### src/rtl/gate_input_debouncer_pkg.sv
// Shared constants for the gate input conditioning slice.
package gate_pkg;
   localparam int DEFAULT_STABLE_CYCLES = 4;
   localparam int CLK_PERIOD            = 10;
   localparam int GATE_WIDTH            = 2;
endpackage

### src/rtl/gate_input_debouncer_if.sv
// Raw pin inputs and conditioned gate operands/events between stimulus and debouncer.
interface gate_input_debouncer_if
   import gate_pkg::*;
#(
   parameter int WIDTH = GATE_WIDTH
);
   logic [WIDTH-1:0] raw_in;
   logic [WIDTH-1:0] clean_out;
   logic [WIDTH-1:0] rise;
   logic [WIDTH-1:0] fall;

   modport master (output raw_in, input clean_out, rise, fall);
   modport slave  (input raw_in, output clean_out, rise, fall);
endinterface

### src/rtl/gate_input_debouncer_channel.sv
// One debounce channel: 2-flop synchroniser, stability counter, clean level and edge pulses.
module debounce_channel
   import gate_pkg::*;
#(
   parameter int STABLE_CYCLES = DEFAULT_STABLE_CYCLES
) (
   input  logic clk,
   input  logic rst,
   input  logic i_raw,
   output logic o_clean,
   output logic o_rise,
   output logic o_fall
);
   localparam int CNT_W = $clog2(STABLE_CYCLES + 1);
   localparam logic [CNT_W-1:0] CNT_LAST = CNT_W'(STABLE_CYCLES - 1);

   logic             r_s1;
   logic             r_s2;
   logic [CNT_W-1:0] r_cnt;
   logic             r_clean;
   logic             r_rise;
   logic             r_fall;
   logic             w_differ;
   logic             w_accept;

   assign w_differ = r_s2 ^ r_clean;
   assign w_accept = w_differ && (r_cnt == CNT_LAST);

   always_ff @(posedge clk or posedge rst) begin
      if (rst) begin
         r_s1 <= 1'b0;
         r_s2 <= 1'b0;
      end else begin
         r_s1 <= i_raw;
         r_s2 <= r_s1;
      end
   end

   // Any sample matching the current clean level restarts the window.
   always_ff @(posedge clk or posedge rst) begin
      if (rst) begin
         r_cnt   <= '0;
         r_clean <= 1'b0;
         r_rise  <= 1'b0;
         r_fall  <= 1'b0;
      end else begin
         r_rise <= w_accept & r_s2;
         r_fall <= w_accept & ~r_s2;
         if (!w_differ) begin
            r_cnt <= '0;
         end else if (w_accept) begin
            r_clean <= r_s2;
            r_cnt   <= '0;
         end else begin
            r_cnt <= r_cnt + CNT_W'(1);
         end
      end
   end

   assign o_clean = r_clean;
   assign o_rise  = r_rise;
   assign o_fall  = r_fall;
endmodule

### src/rtl/gate_input_debouncer.sv
// Debounces WIDTH raw inputs into clean gate operands with per-channel rise/fall events.
module gate_input_debouncer
   import gate_pkg::*;
#(
   parameter int WIDTH         = GATE_WIDTH,
   parameter int STABLE_CYCLES = DEFAULT_STABLE_CYCLES
) (
   input logic                   clk,
   input logic                   rst,
   gate_input_debouncer_if.slave bus
);
   for (genvar g = 0; g < WIDTH; g++) begin : g_chan
      debounce_channel #(
         .STABLE_CYCLES(STABLE_CYCLES)
      ) u_chan (
         .clk    (clk),
         .rst    (rst),
         .i_raw  (bus.raw_in[g]),
         .o_clean(bus.clean_out[g]),
         .o_rise (bus.rise[g]),
         .o_fall (bus.fall[g])
      );
   end
endmodule

### src/flat_wrapper.sv
// flat-port wrapper written by rule: the top's interface ports become plain ports
module gate_input_debouncer_flat import gate_pkg::*;
#(
   parameter int WIDTH         = GATE_WIDTH,
   parameter int STABLE_CYCLES = DEFAULT_STABLE_CYCLES
)
  (clk, rst, bus_raw_in, bus_clean_out, bus_rise, bus_fall);
  gate_input_debouncer_if #(.WIDTH(WIDTH)) bus_i ();
  input logic clk;
  input logic rst;
  input wire logic [$bits(bus_i.raw_in)-1:0] bus_raw_in;
  output wire logic [$bits(bus_i.clean_out)-1:0] bus_clean_out;
  output wire logic [$bits(bus_i.rise)-1:0] bus_rise;
  output wire logic [$bits(bus_i.fall)-1:0] bus_fall;
  assign bus_i.raw_in = bus_raw_in;
  assign bus_clean_out = bus_i.clean_out;
  assign bus_rise = bus_i.rise;
  assign bus_fall = bus_i.fall;
  gate_input_debouncer #(.WIDTH(WIDTH), .STABLE_CYCLES(STABLE_CYCLES)) u_core (.clk(clk), .rst(rst), .bus(bus_i));
endmodule
### config.mk
export PLATFORM = sky130hd
export DESIGN_NAME = gate_input_debouncer_flat
export DESIGN_NICKNAME = d
export VERILOG_FILES = /design/src/rtl/gate_input_debouncer_pkg.sv /design/src/rtl/gate_input_debouncer_if.sv /design/src/rtl/gate_input_debouncer_channel.sv /design/src/rtl/gate_input_debouncer.sv /design/src/flat_wrapper.sv
export SDC_FILE = /design/constraint.sdc
export NUM_CORES = 1
export LEC_CHECK = 0
export CORE_MARGIN = 4
export CORE_UTILIZATION = 38
export CTS_CLUSTER_SIZE = 28
export DETAILED_ROUTE_END_ITERATION = 6
export PLACE_DENSITY_LB_ADDON = 0.15
export SLEW_MARGIN = 25
export SYNTH_ARGS = -nofsm -noshare
export SYNTH_HDL_FRONTEND = slang
export SYNTH_HIERARCHICAL = 1
export SYNTH_SLANG_ARGS = --single-unit
### constraint.sdc
create_clock -name clk -period 1.5 [get_ports clk]
set_clock_uncertainty 0.15 [all_clocks]
set_input_delay 0.15 -clock clk [delete_from_list [all_inputs] [get_ports clk]]
set_output_delay 0.15 -clock clk [all_outputs]
set_load 0.03 [all_outputs]
# == Word-level counts from Yosys, hierarchy flattened ==
# Cells that the tools add are included.
# W data, S select, Z words.
# totals
word_cells,32
regBits,16
output_inout_bits,6
in_bits,4
# op_classes
reduce_logical,4
bitwise_logic,8
mux,4
add_sub_neg,2
eq_ne,2
# op_table
cell,count
$mux W3,4
$add A3 B1 Y3 const B,2
$eq A3 B2 Y1 const B,2
$and A1 B1 Y1,4
$reduce_and A2 Y1,2
$logic_and A1 B1 Y1,2
$not A1 Y1,2
$xor A1 B1 Y1,2

# == Longest topological paths before layout ==
# depth
ltp_word,4
ltp_mapped,3
ltp_nobuf,3

# == Hierarchy ==
# Netlist, hierarchy kept.
# modules_own_cells
module,cells_each,area_each_um2,n_inst
debounce_channel,18,289.0,2

# == Worst setup path after synthesis ==
# No wires, ideal clock.
# synth_path
path_type,flip-flop to flip-flop
start,register u_core.g_chan[0].u_chan.r_cnt[0]
end,register u_core.g_chan[0].u_chan.r_clean
path_buffers,0
setup_time_ns,0.128
path_stages_with_launch,4
setup_slack_ns,0.244
arrival_ns,0.979
required_time_ns,1.222
path_cell_list,dfrtp_1 ha_1 nand2b_4 mux2_1
# synth_via
elab_chain_cells,3
# synth_rtl
item,line,source
start: declaration,gate_input_debouncer_channel.sv:19,logic [CNT_W-1:0] r_cnt;
start signal: assignment,gate_input_debouncer_channel.sv:55,r_cnt <= r_cnt + CNT_W'(1);
$eq A3 B2 Y1,gate_input_debouncer_channel.sv:27,assign w_accept = w_differ && (r_cnt == CNT_LAST);
$logic_and A1 B1 Y1,gate_input_debouncer_channel.sv:27,
$reduce_and A2 Y1 (no source line),--,
end signal: assignment,gate_input_debouncer_channel.sv:52,r_clean <= r_s2;
end: declaration,gate_input_debouncer_channel.sv:20,logic r_clean;
# No other way between the ends.
# A chain may end at the register's enable or synchronous reset.

# == Final worst setup path ==
# layout_path
start,register u_core.g_chan[1].u_chan.r_clean
end,output bus_clean_out[1]
# layout_lines
item,line,source
start: declaration,gate_input_debouncer_channel.sv:20,
start signal: assignment,gate_input_debouncer_channel.sv:52,
end: declaration,flat_wrapper.sv:12,output wire logic [$bits(bus_i.clean_out)-1:0] bus_clean_out;
# No word-level cell between the ends.

==> impl_metrics.ini <==
[floorplanning]
die_width_um = 47
initial_core_util_pct = 42.3
die-area_um2 = 2210
coreArea_um2 = 1370
rows = 13
die_y_um = 47
io_pins = 10

[critical_path]
crit_start = u_core/g_chan[1].u_chan/o_clean
critPathMaxStageDelay_ns = 0.42
worstPathMaxFanout = 5
start_kind = register
path_buf_inv = 1
crit_slowest_cell = dfrtp_1
r2r_end = u_core/g_chan[0].u_chan/o_clean
end_kind = primary output
critPathTopFamily = flip-flops
worst_ep_arrival_time_ns = 1.12
reg2regPathDepth = 3
rr_startpoint = u_core/g_chan[0].u_chan/r_cnt[0]
rrSetupSlack_ns = 0.18
crit_path_cell_trace = dlygate4sd2_1
worstPathRequired_ns = 1.20
crit_type = register to primary output

[sta]
max_slew.worst_pin.slew_ns = 0.312
slew_violations = 0
rsz0062_at_grt = false
setup_viol = 0
slew_headroom_pct = 79.2
hold_viol = 0
fin_setup_tns_ns = 0
fin_crit_sh_pct = 94.5
period_needed_ns = 1.42
max_freq_ghz = 0.706

[pwr]
p_switching_w = 0.000343
power.density_nw_per_um2 = 1580
pwr-share-clk_pct = 23.4
irDropWorstVdd_mv = 0.703
seq_power_share_pct = 49.8
p_comb_share_pct = 26.8
internal_power_w = 0.000803
p_sw_share_pct = 29.9
p_leak_nw = 0.357

[layout]
finish.utilization_pct = 53.1
design_area_um2 = 726
antenna_cells = 0
final_nets = 57
multi_input_area_um2 = 170
seqCellArea_um2 = 400
drive_gt1_share_pct = 12.0
nFillCells = 123
area_growth_pct = 25.5

[logic_synthesis]
synth_edf_count = 0
synth_flop_cell = dfrtp_1
synth_seq_cells = 16
synth_compound_area_share_pct = 0
ys_warn_count = 6
synth_cell_type_count = 8
synth.area.top_cells = dfrtp_1, nor3b_1, nand2b_4
syn_nets = 42
synth_top_family_by_area = simple AND/OR/NAND/NOR gates
ys_seq_area_share_pct = 69.3
yosysMostFrequentCell = dfrtp_1
async_reset_ff_share_pct = 100
syn_area_per_cell_um2 = 16.1
synth_area_um2 = 578
synth_common_cells = dfrtp_1, nor3b_1
netlist_instances = 36
synth_mux_area_share_pct = 3.90
synth_fa_ha_area_share_pct = 4.33
synth_xor_xnor_area_share_pct = 3.03
yosys.area_share.simple_pct = 18.2
synth_area_leader_cell = dfrtp_1
netlist.area_leader.share_pct = 69.3

[worst_hold_path]
holdPathStages = 1
min-delay-start = bus_raw_in[1]
hold_class = primary input to register
whs_endpoint = u_core/g_chan[1].u_chan/r_s1

[global_route]
grt_max_degree = 10
gr-total-overflow = 0
grt_pass1_wl_um = 1420
grt.total_usage_pct = 9.54
grt_pass1_vias = 329
antenna_found_initial = 0

[clocking]
cts_tree = done
cts.sinks = 16
ctsHtreeMaxLevel = 1
cts_buffers = 3
clkTransAtPathRegs_ns = 0.09
cts_buffer_depth = 2
clock_latency_ns = 0.27
root_buffer = clkbuf_4

[detailed_routing]
drt.antenna.violating_nets = 0
num_vias = 320
wl_per_cell_um = 12.1
drcViolationCount = 0
avgViaCountPerCell = 4.92
routed_wl_um = 788
firstDrtPassIters = 4
drt-initial-drc-count = 5

[run]
maxCapViolCount = 0

[place]
placedInstanceArea_um2 = 687
routabilityCongestion = 0.721
dpl.hpwl_um = 633
portBuffers = 9

[outcome]
outcome = complete, no violations
[worst max path at each step]
stage | slack [ns] | cells after the start | end
floorplan | 0.24 | 3 | u_core/g_chan[0].u_chan/o_clean
global placement | 0.13 | 1 | bus_clean_out[0]
detailed placement | 0.1 | 1 | bus_clean_out[1]
CTS | 0.07 | 1 | bus_clean_out[1]
global route | 0.02 | 1 | bus_clean_out[1]
finish | 0.08 | 1 | bus_clean_out[1]
[cell type report]
cell class / count / area share, %
Sequential cell: 16 / 55.2
Multi-Input combinational cell: 18 / 23.4
Timing Repair Buffer: 10 / 12.8
Clock buffer: 4 / 5.00
Tap cell: 15 / 2.59
Inverter: 2 / 1.03
[placed cells by master (no fill, tap or decap)]
master / n
dlygate4sd2_1: 6
clkdlybuf4s50_1: 3
xnor2_1: 2
clkbuf_8: 1
dlygate4sd3_1: 1
nand2b_4: 2
nor3b_1: 8
dfrtp_1: 16
clkbuf_4: 3
ha_1: 2
inv_1: 2
and3b_1: 2
mux2_1: 2
[logic make-up after synthesis]
group                    after synthesis
buffers and inverters                  2
flip-flops                            16
adder cells (fa/ha/maj)                2
AND/OR/NAND/NOR                       12
XOR/XNOR                               2
multiplexers                           2
[stage by stage]
step / setup WS, ns / instances / power, W / hold WS [ns]
after floorplan: 0.244 / 36 / 0.000799 / -0.184
after global placement: 0.134 / 60 / 0.000894 / 0.188
after detailed placement: 0.0997 / 60 / 0.000921 / 0.188
after CTS: 0.0706 / 65 / 0.00116 / 0.154
after global routing: 0.0250 / 65 / 0.00123 / 0.154
final: 0.0831 / 65 / 0.00115 / 0.158
[registers in the layout (all words and copies together), names as in the netlist]
register / flops
u_core/g_chan.u_chan/r_s1: 2
u_core/g_chan.u_chan/o_clean: 2
u_core/g_chan.u_chan/o_rise: 2
u_core/g_chan.u_chan/r_s2: 2
u_core/g_chan.u_chan/o_fall: 2
u_core/g_chan.u_chan/r_cnt: 6
[power groups by stage]
stage               clock [W]  combinational (W)  sequential (W)
floorplan                   0           0.000160        0.000639
global placement            0           0.000322        0.000572
detailed placement          0           0.000337        0.000584
CTS                  0.000276           0.000315        0.000573
global route         0.000299           0.000348        0.000582
finish               0.000268           0.000307        0.000570
[repair_timing]
| action | CTS | global route |
|---|---|---|
| gates resized for setup | 6 | 0 |
| hold buffers | 1 | 0 |
| hold endpoints to repair | 16 | 0 |
| setup endpoints to repair | 6 | 0 |
| setup buffers | 0 | 0 |
[per-layer routing]
layer	track usage (%)	vias up	wire, um
li1	-	151	-
met1	11.8	163	333
met2	14.6	6	413
met3	3.45	0	41
met4	4.97	0	0
met5	0	-	0
No activity file was read; power rests on OpenSTA's default activity.
